===== src/rtl/cic3_row_readout.sv =====
// Readout stage for the CIC3 filter row: decimated capture of the row outputs,
// frame-counter tagging, a small frame FIFO and an MSB-first serializer with a
// sync marker on the first bit of every frame. Single clock domain with the row.
module cic3_row_readout #(
    parameter int unsigned NUM_CHANNELS = 24,
    parameter int unsigned DECIMATION   = 64,
    parameter int unsigned FIFO_DEPTH   = 4,
    parameter int unsigned FCNT_W       = 8
) (
    input  logic                          clk,
    input  logic                          reset_n,
    input  logic                          enable,
    input  logic [NUM_CHANNELS-1:0]       filt_in,
    output logic                          ser_data,
    output logic                          ser_valid,
    output logic                          ser_sync,
    output logic                          overflow,
    output logic [$clog2(FIFO_DEPTH):0]   fifo_level
);

    localparam int unsigned W      = FCNT_W + NUM_CHANNELS;
    localparam int unsigned DCNT_W = $clog2(DECIMATION);
    localparam int unsigned PTR_W  = $clog2(FIFO_DEPTH);
    localparam int unsigned LVL_W  = PTR_W + 1;
    localparam int unsigned BIT_W  = $clog2(W);

    localparam logic [DCNT_W-1:0] DCNT_LAST = DCNT_W'(DECIMATION - 1);
    localparam logic [BIT_W-1:0]  BIT_LAST  = BIT_W'(W - 1);
    localparam logic [LVL_W-1:0]  LVL_FULL  = LVL_W'(FIFO_DEPTH);

    typedef enum logic {
        StIdle,
        StShift
    } state_e;

    // Decimation and frame counters
    logic [DCNT_W-1:0] decim_q, decim_d;
    logic [FCNT_W-1:0] fcnt_q, fcnt_d;
    logic              strobe;

    // Frame FIFO
    logic [W-1:0]      mem [FIFO_DEPTH];
    logic [PTR_W-1:0]  wr_ptr_q, wr_ptr_d;
    logic [PTR_W-1:0]  rd_ptr_q, rd_ptr_d;
    logic [LVL_W-1:0]  level_q, level_d;
    logic              fifo_empty;
    logic              fifo_full;
    logic              push;
    logic              pop;
    logic              overflow_q, overflow_d;

    // Serializer
    state_e            state_q, state_d;
    logic [W-1:0]      sreg_q, sreg_d;
    logic [BIT_W-1:0]  bit_cnt_q, bit_cnt_d;
    logic              bit_last;

    assign strobe     = enable && (decim_q == DCNT_LAST);
    assign fifo_empty = (level_q == '0);
    assign fifo_full  = (level_q == LVL_FULL);
    assign bit_last   = (bit_cnt_q == BIT_LAST);

    // A full FIFO still accepts the new frame when the serializer frees a slot
    // on the same edge; otherwise the frame is dropped.
    assign push = strobe && (!fifo_full || pop);

    // Decimation counter and frame tag; both restart from zero while disabled
    always_comb begin
        decim_d = decim_q;
        fcnt_d  = fcnt_q;
        if (!enable) begin
            decim_d = '0;
            fcnt_d  = '0;
        end else if (strobe) begin
            decim_d = '0;
            // Dropped frames still consume a tag so gaps are visible downstream
            fcnt_d  = fcnt_q + FCNT_W'(1);
        end else begin
            decim_d = decim_q + DCNT_W'(1);
        end
    end

    // Counter state registers
    always_ff @(posedge clk or negedge reset_n) begin
        if (!reset_n) begin
            decim_q <= '0;
            fcnt_q  <= '0;
        end else begin
            decim_q <= decim_d;
            fcnt_q  <= fcnt_d;
        end
    end

    // FIFO pointers, occupancy and sticky overflow; disable flushes everything
    always_comb begin
        wr_ptr_d   = wr_ptr_q;
        rd_ptr_d   = rd_ptr_q;
        level_d    = level_q;
        overflow_d = overflow_q;
        if (!enable) begin
            wr_ptr_d   = '0;
            rd_ptr_d   = '0;
            level_d    = '0;
            overflow_d = 1'b0;
        end else begin
            if (push) begin
                wr_ptr_d = wr_ptr_q + PTR_W'(1);
            end
            if (pop) begin
                rd_ptr_d = rd_ptr_q + PTR_W'(1);
            end
            unique case ({push, pop})
                2'b10:   level_d = level_q + LVL_W'(1);
                2'b01:   level_d = level_q - LVL_W'(1);
                default: level_d = level_q;
            endcase
            if (strobe && !push) begin
                overflow_d = 1'b1;
            end
        end
    end

    // FIFO control registers
    always_ff @(posedge clk or negedge reset_n) begin
        if (!reset_n) begin
            wr_ptr_q   <= '0;
            rd_ptr_q   <= '0;
            level_q    <= '0;
            overflow_q <= 1'b0;
        end else begin
            wr_ptr_q   <= wr_ptr_d;
            rd_ptr_q   <= rd_ptr_d;
            level_q    <= level_d;
            overflow_q <= overflow_d;
        end
    end

    // Frame storage; the captured word is {tag, row outputs} at the strobe edge
    always_ff @(posedge clk) begin
        if (push) begin
            mem[wr_ptr_q] <= {fcnt_q, filt_in};
        end
    end

    // Serializer state register
    always_ff @(posedge clk or negedge reset_n) begin
        if (!reset_n) begin
            state_q <= StIdle;
        end else begin
            state_q <= state_d;
        end
    end

    // Serializer next state: leave SHIFT after bit 0 unless another frame is queued
    always_comb begin
        state_d = state_q;
        unique case (state_q)
            StIdle: begin
                if (enable && !fifo_empty) begin
                    state_d = StShift;
                end
            end
            StShift: begin
                if (!enable) begin
                    state_d = StIdle;
                end else if (bit_last && fifo_empty) begin
                    state_d = StIdle;
                end
            end
            default: state_d = StIdle;
        endcase
    end

    // Serializer outputs and pop request, decoded from registered state only
    always_comb begin
        ser_valid = 1'b0;
        ser_sync  = 1'b0;
        ser_data  = 1'b0;
        pop       = 1'b0;
        unique case (state_q)
            StIdle: begin
                pop = enable && !fifo_empty;
            end
            StShift: begin
                ser_valid = 1'b1;
                ser_sync  = (bit_cnt_q == '0);
                ser_data  = sreg_q[W-1];
                // Popping on the last bit keeps consecutive frames gap-free
                pop       = enable && bit_last && !fifo_empty;
            end
            default: begin
                pop = 1'b0;
            end
        endcase
    end

    // Shift register and bit position; a pop reloads both
    always_comb begin
        sreg_d    = sreg_q;
        bit_cnt_d = bit_cnt_q;
        if (pop) begin
            sreg_d    = mem[rd_ptr_q];
            bit_cnt_d = '0;
        end else if (state_q == StShift) begin
            sreg_d    = {sreg_q[W-2:0], 1'b0};
            bit_cnt_d = bit_cnt_q + BIT_W'(1);
        end
    end

    // Serializer datapath registers
    always_ff @(posedge clk or negedge reset_n) begin
        if (!reset_n) begin
            sreg_q    <= '0;
            bit_cnt_q <= '0;
        end else begin
            sreg_q    <= sreg_d;
            bit_cnt_q <= bit_cnt_d;
        end
    end

    assign overflow   = overflow_q;
    assign fifo_level = level_q;

endmodule

===== config.mk =====
export PLATFORM = sky130hd
export DESIGN_NAME = cic3_row_readout
export DESIGN_NICKNAME = d
export VERILOG_FILES = /design/src/rtl/cic3_row_readout.sv
export SDC_FILE = /design/constraint.sdc
export NUM_CORES = 1
export LEC_CHECK = 0
export CORE_MARGIN = 2
export CORE_UTILIZATION = 33
export DETAILED_ROUTE_END_ITERATION = 6
export PLACE_DENSITY_LB_ADDON = 0.25
export SETUP_SLACK_MARGIN = 0.5
export SLEW_MARGIN = 0
export SYNTH_ARGS = -nofsm -noshare
export SYNTH_HDL_FRONTEND = slang
export SYNTH_SLANG_ARGS = --single-unit

===== constraint.sdc =====
create_clock -name clk -period 5.2 [get_ports clk]
set_input_delay 0.78 -clock clk [delete_from_list [all_inputs] [get_ports clk]]
set_output_delay 0.78 -clock clk [all_outputs]
set_load 0.02 [all_outputs]

==> summary.md, run 1 <==
| Metric | Value |
|---|---|
| Hold_sp | decim_q[0] |
| Max Slew Vio Count | 0 |
| Seq cells post-synth | about 190 |
| HPWL Detailed | about 8.3 mm |
| Hold Slack | roughly 450 ps |
| Hold Crit Depth | 1 |
| Worst setup EP type | flip-flop |
| Die Wd | 155 um |
| Met2 WL | 6.81 mm |
| Worst slew margin | 46.6% |
| P_leak | 3.07 nW |
| Clk root buf | clkbuf_16 |
| Setup tns final | 0 ps |
| WHS Endpoint | decim_q[0] |
| Synth top area share | 50.8% |
| WL met3 | 454 um |
| Ys Warns | 0 |
| Sequential power share | 45.7% |
| Latest clock arrival within the worst-skew pair | 420 ps |
| Clock share of power | 33.7% |
| Die Area | between 20,000 and 25,000 um^2 |
| Clock sink total | 188 |
| H-tree levels | 4 |
| Cell Area, Synth | ~7600 um^2 |
| Layout cells sized above 1 | 15.6% |
| I/O Pins | 34 |
| Syn_nets | 500 |
| Status | completed |
| CP required | 5530 ps |
| Comb pwr share | 20.6% |
| Via count | 3,905 |
| DR top layer | met4 |
| Initial antenna violation count | 0 |
| Die height | 155 um |
| Slew of the pin with the lowest slew margin | 801 ps |
| Final ANT Viol Nets | 0 |
| Clock Skew | 7.11 ps |
| Worst-path clk slew | 70 ps |
| Cts bufs inserted | 17 |
| CP arrival | 3150 ps |
| Detailed-routing wirelength on met1 | 6.60 mm |
| Fin util | roughly 39% |
| Register area share after synthesis | 70.6% |
| Setup violations, final | 0 |
| Reg2reg end | fifo_level[2] |
| WL/cell | 17.5 um |
| Hold-fix buffers, CTS | 0 |
| Post_cts resized | 0 |
| Port bufs | 33 |
| Placed cell area | 8230 um^2 |
| Switching power | 0.00111 W |
| Max-cap violations | 0 |
| Starting Density | 33.5% |
| Initial DRC count | 213 |
| GRT overflow | 0 |
| Diode count | 0 |
| Hold Crit Class | reg2reg |
| R2R setup slack | 2380 ps |
| Final Instance Area | 8860 um^2 |
| Post-Syn Area per Cell | 16.3 um^2 |
| Routed WL | 14.0 mm |
| Critical Path Source Type | flip-flop |
| Int Pwr | around 0.0029 W |
| DRT Pass-1 Iters | 4 |
| Area leader, netlist | edfxtp_1 |
| Fillcell total | around 2.1k |
| Vias in the first global route | 4,211 |
| Yosys cell types | 42 |
| GPL Wtd Cong | 0.748 |
| Final Hold Viols | 0 |
| R2r worst-path depth | 10 |
| Design Power | 0.00402 W |
| Drt via density | 4.89 |
| RSZ-0062 raised after global routing | false |
| Final period utilization | between 50% and 60% |
| Nets | about 540 |
| Core area | 22,600 um^2 |
| Largest cells by area after synthesis | edfxtp_1 51%, dfrtp_1 20%, mux4_2 9.5%, mux2i_1 4.2%, o21ai_0 2.4% |
| Fmax | 0.355 GHz |
| Row Count | 55 |
| Clock Tree Buf Depth | 2 |
| Area growth syn-to-layout | 17.0% |
| Postcts setup bufs | 0 |
| Syn Inst Count | 463 |
| Net Sw Frac | about 28% |
| GRT Total Usage | 12.6% |
| Min Tclk post-route | 2820 ps |
| Max VDD drop | 0.000263 V |
| RR Startpoint | bit_cnt_q[1] |
| Crit path max fanout | 7 |
| Setup CP Type | reg2reg |
| CTS tree | yes |
| First-pass GRT wire length | 23.0 mm |
| Largest net degree at the start of global routing | 61 |
| PD cells | 454 nW/um^2 |
| Drt drc | 0 |
## logic make-up (layout without fill, tap and decap cells)
family                   after synthesis  count (layout)  synth area share, %
flip-flops                           188             188                 70.6
AND/OR/NAND/NOR                      100             100                 6.18
multiplexers                          65              65                 13.9
AO/OA/AOI/OAI                         56              56                 4.31
buffers and inverters                 30              81                 1.62
XOR/XNOR                              14              14                 1.62
adder cells (fa/ha/maj)               10              10                 1.75
## critical path: stages (launching register included)
cell and delay, ps:
dfrtp_1 420, ha_1 210, and3_1 180, ha_1 200, nand2b_1 260, and2_2 230, and2_1 160, fa_1 420
a2111o_1 310, a21o_1 180, a31oi_1 160
## registers in the layout, indices dropped and copies added, names as in the netlist
register,flops
bit_cnt_q,5
decim_q,6
fcnt_q,8
fifo_level,3
mem,128
overflow,1
rd_ptr_q,2
sreg_q,32
state_q,1
wr_ptr_q,2
## routing by layer
| layer | track usage [%] | vias to the layer above |
|---|---|---|
| li1 | - | 1831 |
| met1 | 16.8 | 2007 |
| met2 | 20.2 | 56 |
| met3 | 3.43 | 11 |
| met4 | 3.63 | 0 |
| met5 | 0 | - |
## Yosys cell counts
| cell type | n |
|---|---|
| nor2b_1 | 1 |
| nand2_1 | 42 |
| mux2i_1 | 32 |
| and2_1 | 7 |
| a31oi_1 | 2 |
| a21o_1 | 1 |
| o211ai_1 | 2 |
| o31a_1 | 1 |
| or3b_2 | 1 |
| clkbuf_1 | 13 |
| and3_1 | 2 |
| nand4_2 | 1 |
| a22o_1 | 3 |
| or4_1 | 1 |
| ha_1 | 9 |
| inv_1 | 7 |
| nor4_1 | 2 |
| or3_1 | 3 |
| or4_4 | 1 |
| and4_1 | 1 |
| o2111ai_1 | 1 |
| mux2_2 | 1 |
| nor2_1 | 26 |
| dfrtp_1 | 60 |
| nor3_1 | 1 |
| o31ai_1 | 1 |
| a21oi_1 | 6 |
| nand2b_1 | 1 |
| buf_2 | 8 |
| edfxtp_1 | 128 |
| a2111o_1 | 1 |
| xor2_1 | 6 |
| o211a_1 | 1 |
| o21ai_0 | 36 |
| o311ai_0 | 1 |
| buf_1 | 2 |
| fa_1 | 1 |
| nand3_1 | 6 |
| xnor2_1 | 8 |
| nand4_1 | 3 |
| mux4_2 | 32 |
| and4b_1 | 1 |
## worst max-delay path by stage
stage / startpoint / end
final: bit_cnt_q[1] / fifo_level[2]
after global routing: bit_cnt_q[1] / fifo_level[2]
after CTS: bit_cnt_q[1] / fifo_level[2]
after detailed placement: enable / fifo_level[2]
after global placement: enable / fifo_level[2]
after floorplan: bit_cnt_q[0] / fifo_level[2]
## through the flow
step / setup slack, ps / std cells
4_1_cts: 2410 / 799
6_report: 2380 / 799
3_3_place_gp: 2230 / 767
3_5_place_dp: 2170 / 767
2_1_floorplan: 2300 / 463
5_1_grt: 2210 / 799
## power by group through the flow
| stage | sequential, W | clock (W) | combinational, W |
|---|---|---|---|
| after CTS | 0.00184 | 0.00139 | 0.000846 |
| after floorplan | 0.00182 | 0 | 0.000645 |
| after global routing | 0.00186 | 0.00145 | 0.000931 |
| after detailed placement | 0.00187 | 0 | 0.000843 |
| after global placement | 0.00186 | 0 | 0.000816 |
| final | 0.00184 | 0.00135 | 0.000827 |
## cells in the final DEF, fill, tap and decap left out, types with 2 or more instances in the layout
| cell type | netlist | routed |
|---|---|---|
| nand2_1 | 42 | 42 |
| clkinv_2 | 0 | 3 |
| xor2_1 | 6 | 6 |
| dfrtp_1 | 60 | 59 |
| nor4_1 | 2 | 2 |
| and3_1 | 2 | 2 |
| or3_1 | 3 | 3 |
| ha_1 | 9 | 9 |
| bufinv_16 | 0 | 4 |
| inv_1 | 7 | 7 |
| edfxtp_1 | 128 | 128 |
| clkbuf_16 | 0 | 17 |
| nor2_1 | 26 | 25 |
| buf_4 | 0 | 9 |
| mux2i_1 | 32 | 32 |
| a31oi_1 | 2 | 2 |
| nand3_1 | 6 | 6 |
| clkinvlp_4 | 0 | 2 |
| nand4_1 | 3 | 3 |
| mux4_2 | 32 | 32 |
| o21ai_0 | 36 | 36 |
| a22o_1 | 3 | 3 |
| clkdlybuf4s50_1 | 0 | 32 |
| xnor2_1 | 8 | 8 |
| and2_1 | 7 | 6 |
| a21oi_1 | 6 | 6 |
| o211ai_1 | 2 | 2 |
| clkinv_4 | 0 | 4 |
## layout make-up
class	instances	area [um^2]	area share, %
timing repair buffer	42	393	4.44
tap	285	357	4.03
sequential	188	5350	60.4
clock inverter	15	198	2.23
clock buffer	17	425	4.80
inverter	7	26.3	0.297
multi-input combinational	245	2110	23.8
Note: power is estimated with default switching activity, not from simulation.
==> run 2: changes to the inputs <==
- clock period: 5.2 -> 2.5 ns (I/O delays scaled with it)
==> run 2 against run 1 <==
- die area did not move
- via count rose by 7.9%
- sequential share of layout area down 5.6 points
- global-route usage up 1.7 points
- clock power grew 110%
- cell count up 6.9%
- maximum frequency rose by 16%
- count of clock-buffer cells in the layout up 3
- largest cell class unchanged
==> summary.md, run 2 (same netlist as run 1, synthesis figures left out) <==
| Metric | Value |
|---|---|
| Placement Setup Slack | 36.6 ps (-2130 ps) |
| Area growth syn-to-layout | 29.1% |
| Reg2reg end | fifo_level[2] |
| P_leak | 3.48 nW (+13%) |
| Worst-path clk slew | 70 ps (about the same) |
| Clock Tree Buf Depth | 2 (unchanged) |
| Clock sink total | 188 (unchanged) |
| Final period utilization | 97.1% (+43 points) |
| H-tree levels | 4 (unchanged) |
| Max-cap violations | 0 (unchanged) |
| Fmax | 0.412 GHz (+16%) |
| Routed WL | 16.1 mm (+15%) |
| Max Slew Vio Count | 0 (unchanged) |
| Hold Slack | 472 ps (+19.1 ps) |
| First-pass GRT wire length | 25.7 mm (+12%) |
| Die Wd | 155 um (unchanged) |
| Die height | 155 um (unchanged) |
| Most frequent cells in the layout | 128 x edfxtp_1, 57 x dfrtp_1, 42 x nand2_1 |
| Final Non-Filler Cells | 854 (+6.9%) |
| Final ANT Viol Nets | 0 (unchanged) |
| Commonest non-fill, non-tap cell in the layout | edfxtp_1 |
| Core area | 22,600 um^2 (unchanged) |
| Die Area | 24,200 um^2 (unchanged) |
| PD cells | 868 nW/um^2 (+91%) |
| Crit path max fanout | 5 (-2) |
| DRT Pass-1 Iters | 4 (unchanged) |
| Status | completed |
| GPL Wtd Cong | 0.790 (+5.6%) |
| Setup CP Type | reg2reg |
| Row Count | 55 (unchanged) |
| Biggest regs | mem x128, sreg_q x32, fcnt_q x8 |
| CP arrival | 2780 ps (-370 ps) |
| Hold Crit Class | in2async |
| WL/cell | 18.8 um (+7.4%) |
| Latest clock arrival within the worst-skew pair | 430 ps (about the same) |
| HPWL Detailed | 8.70 mm (+5.3%) |
| RSZ-0062 raised after global routing | true |
| Vias in the first global route | 4,555 (+8.2%) |
| Layout cells sized above 1 | 25.8% (+10 points) |
| Clock Skew | 8.04 ps (+0.929 ps) |
| Slew of the pin with the lowest slew margin | 659 ps (-142 ps) |
| Final Instance Area | 9770 um^2 (+10%) |
| Initial antenna violation count | 0 (unchanged) |
| Placed cells | 771 (+0.52%) |
| R2r worst-path depth | 10 (unchanged) |
| Placed cell area | 8330 um^2 (+1.2%) |
| Max VDD drop | 0.000477 V (+82%) |
| Clk root buf | clkbuf_16 |
| Min Tclk post-route | 2430 ps (-389 ps) |
| Setup violations, final | 0 (unchanged) |
| Largest net degree at the start of global routing | 42 (-31%) |
| Fin util | 43.3% (+4.0 points) |
| Nets | 594 (+10%) |
| Diode count | 0 (unchanged) |
| RR Startpoint | bit_cnt_q[0] |
| Min setup slack post-route | 72.4 ps (-2310 ps) |
| Final Hold Viols | 0 (unchanged) |
| Port bufs | 33 (unchanged) |
| GRT Total Usage | 14.3% (+1.7 points) |
| Via count | 4,212 (+7.9%) |
| Max reg flops | 128 (unchanged) |
| CTS tree | yes |
| R2R setup slack | 70 ps (-2310 ps) |
| Cts bufs inserted | 17 (unchanged) |
| Reg with most FFs | mem |
| Critical Path Source Type | flip-flop |
| I/O Pins | 34 (unchanged) |
| Worst slew margin | 56.0% (+9.4 points) |
| CP required | 2850 ps (-2680 ps) |
| Drt via density | 4.93 (+0.92%) |
| Initial DRC count | 270 (+27%) |
| Drt drc | 0 (unchanged) |
| Starting Density | 33.5% (unchanged) |
| Worst setup EP type | flip-flop |
| GRT overflow | 0 (unchanged) |
==> run 2: where the power goes <==
part	switching (W)	internal, W	total, W
logic	0.00102	0.000909	0.00193
registers	0.000189	0.00358	0.00377
clock network	0.00112	0.00167	0.00278
total	0.00232	0.00616	0.00848
==> run 2: final cells by class <==
| class | count | area, um^2 |
|---|---|---|
| Clock buffer | 20 | 437 |
| Fill cell | 2005 | 12800 |
| Timing Repair Buffer | 94 | 1210 |
| Multi-Input combinational cell | 249 | 2220 |
| Inverter | 7 | 26.3 |
| Clock inverter | 11 | 170 |
| Sequential cell | 188 | 5350 |
| Tap cell | 285 | 357 |
==> run 2: metrics by stage <==
stage          TNS (ps)  power, W
2_1_floorplan      -130   0.00518
3_3_place_gp          0   0.00572
3_5_place_dp          0   0.00575
4_1_cts               0   0.00856
5_1_grt           -25.9   0.00892
6_report              0   0.00848
==> run 2: critical path, cell delays in order, from the launching register on <==
cell and delay (ps):
dfrtp_1 390, ha_2 190, and3_4 180, ha_4 150, nand2b_4 150, and2_4 150, and2_4 160, fa_2 370
a2111o_1 290, a21o_1 180, a31oi_1 150
==> run 2: worst max path at each step <==
| stage | endpoint | startpoint | slack [ps] | cells after the start |
|---|---|---|---|---|
| finish | fifo_level[2] | bit_cnt_q[0] | 70 | 10 |
| global route | fifo_level[2] | bit_cnt_q[1] | -30 | 10 |
| CTS | fifo_level[2] | bit_cnt_q[1] | 50 | 10 |
| detailed placement | fifo_level[2] | bit_cnt_q[0] | 40 | 10 |
| global placement | fifo_level[2] | bit_cnt_q[0] | 20 | 10 |
| floorplan | fifo_level[2] | bit_cnt_q[1] | -130 | 12 |
==> run 2: what timing repair did <==
item,4_1_cts,5_1_grt
buffers inserted,38,4
hold endpoints to repair,19,0
resized for setup,36,3
hold buffers,1,0
setup endpoints to repair,171,169
pin swaps,9,4
gates cloned,9,0
==> run 2: layer usage <==
layer	vias to the layer above	global-route usage [%]	share of wire [%]
li1	1953	-	-
met1	2182	19.0	46
met2	64	23.6	50
met3	13	3.15	3.1
met4	0	4.37	1.1
met5	-	0	0
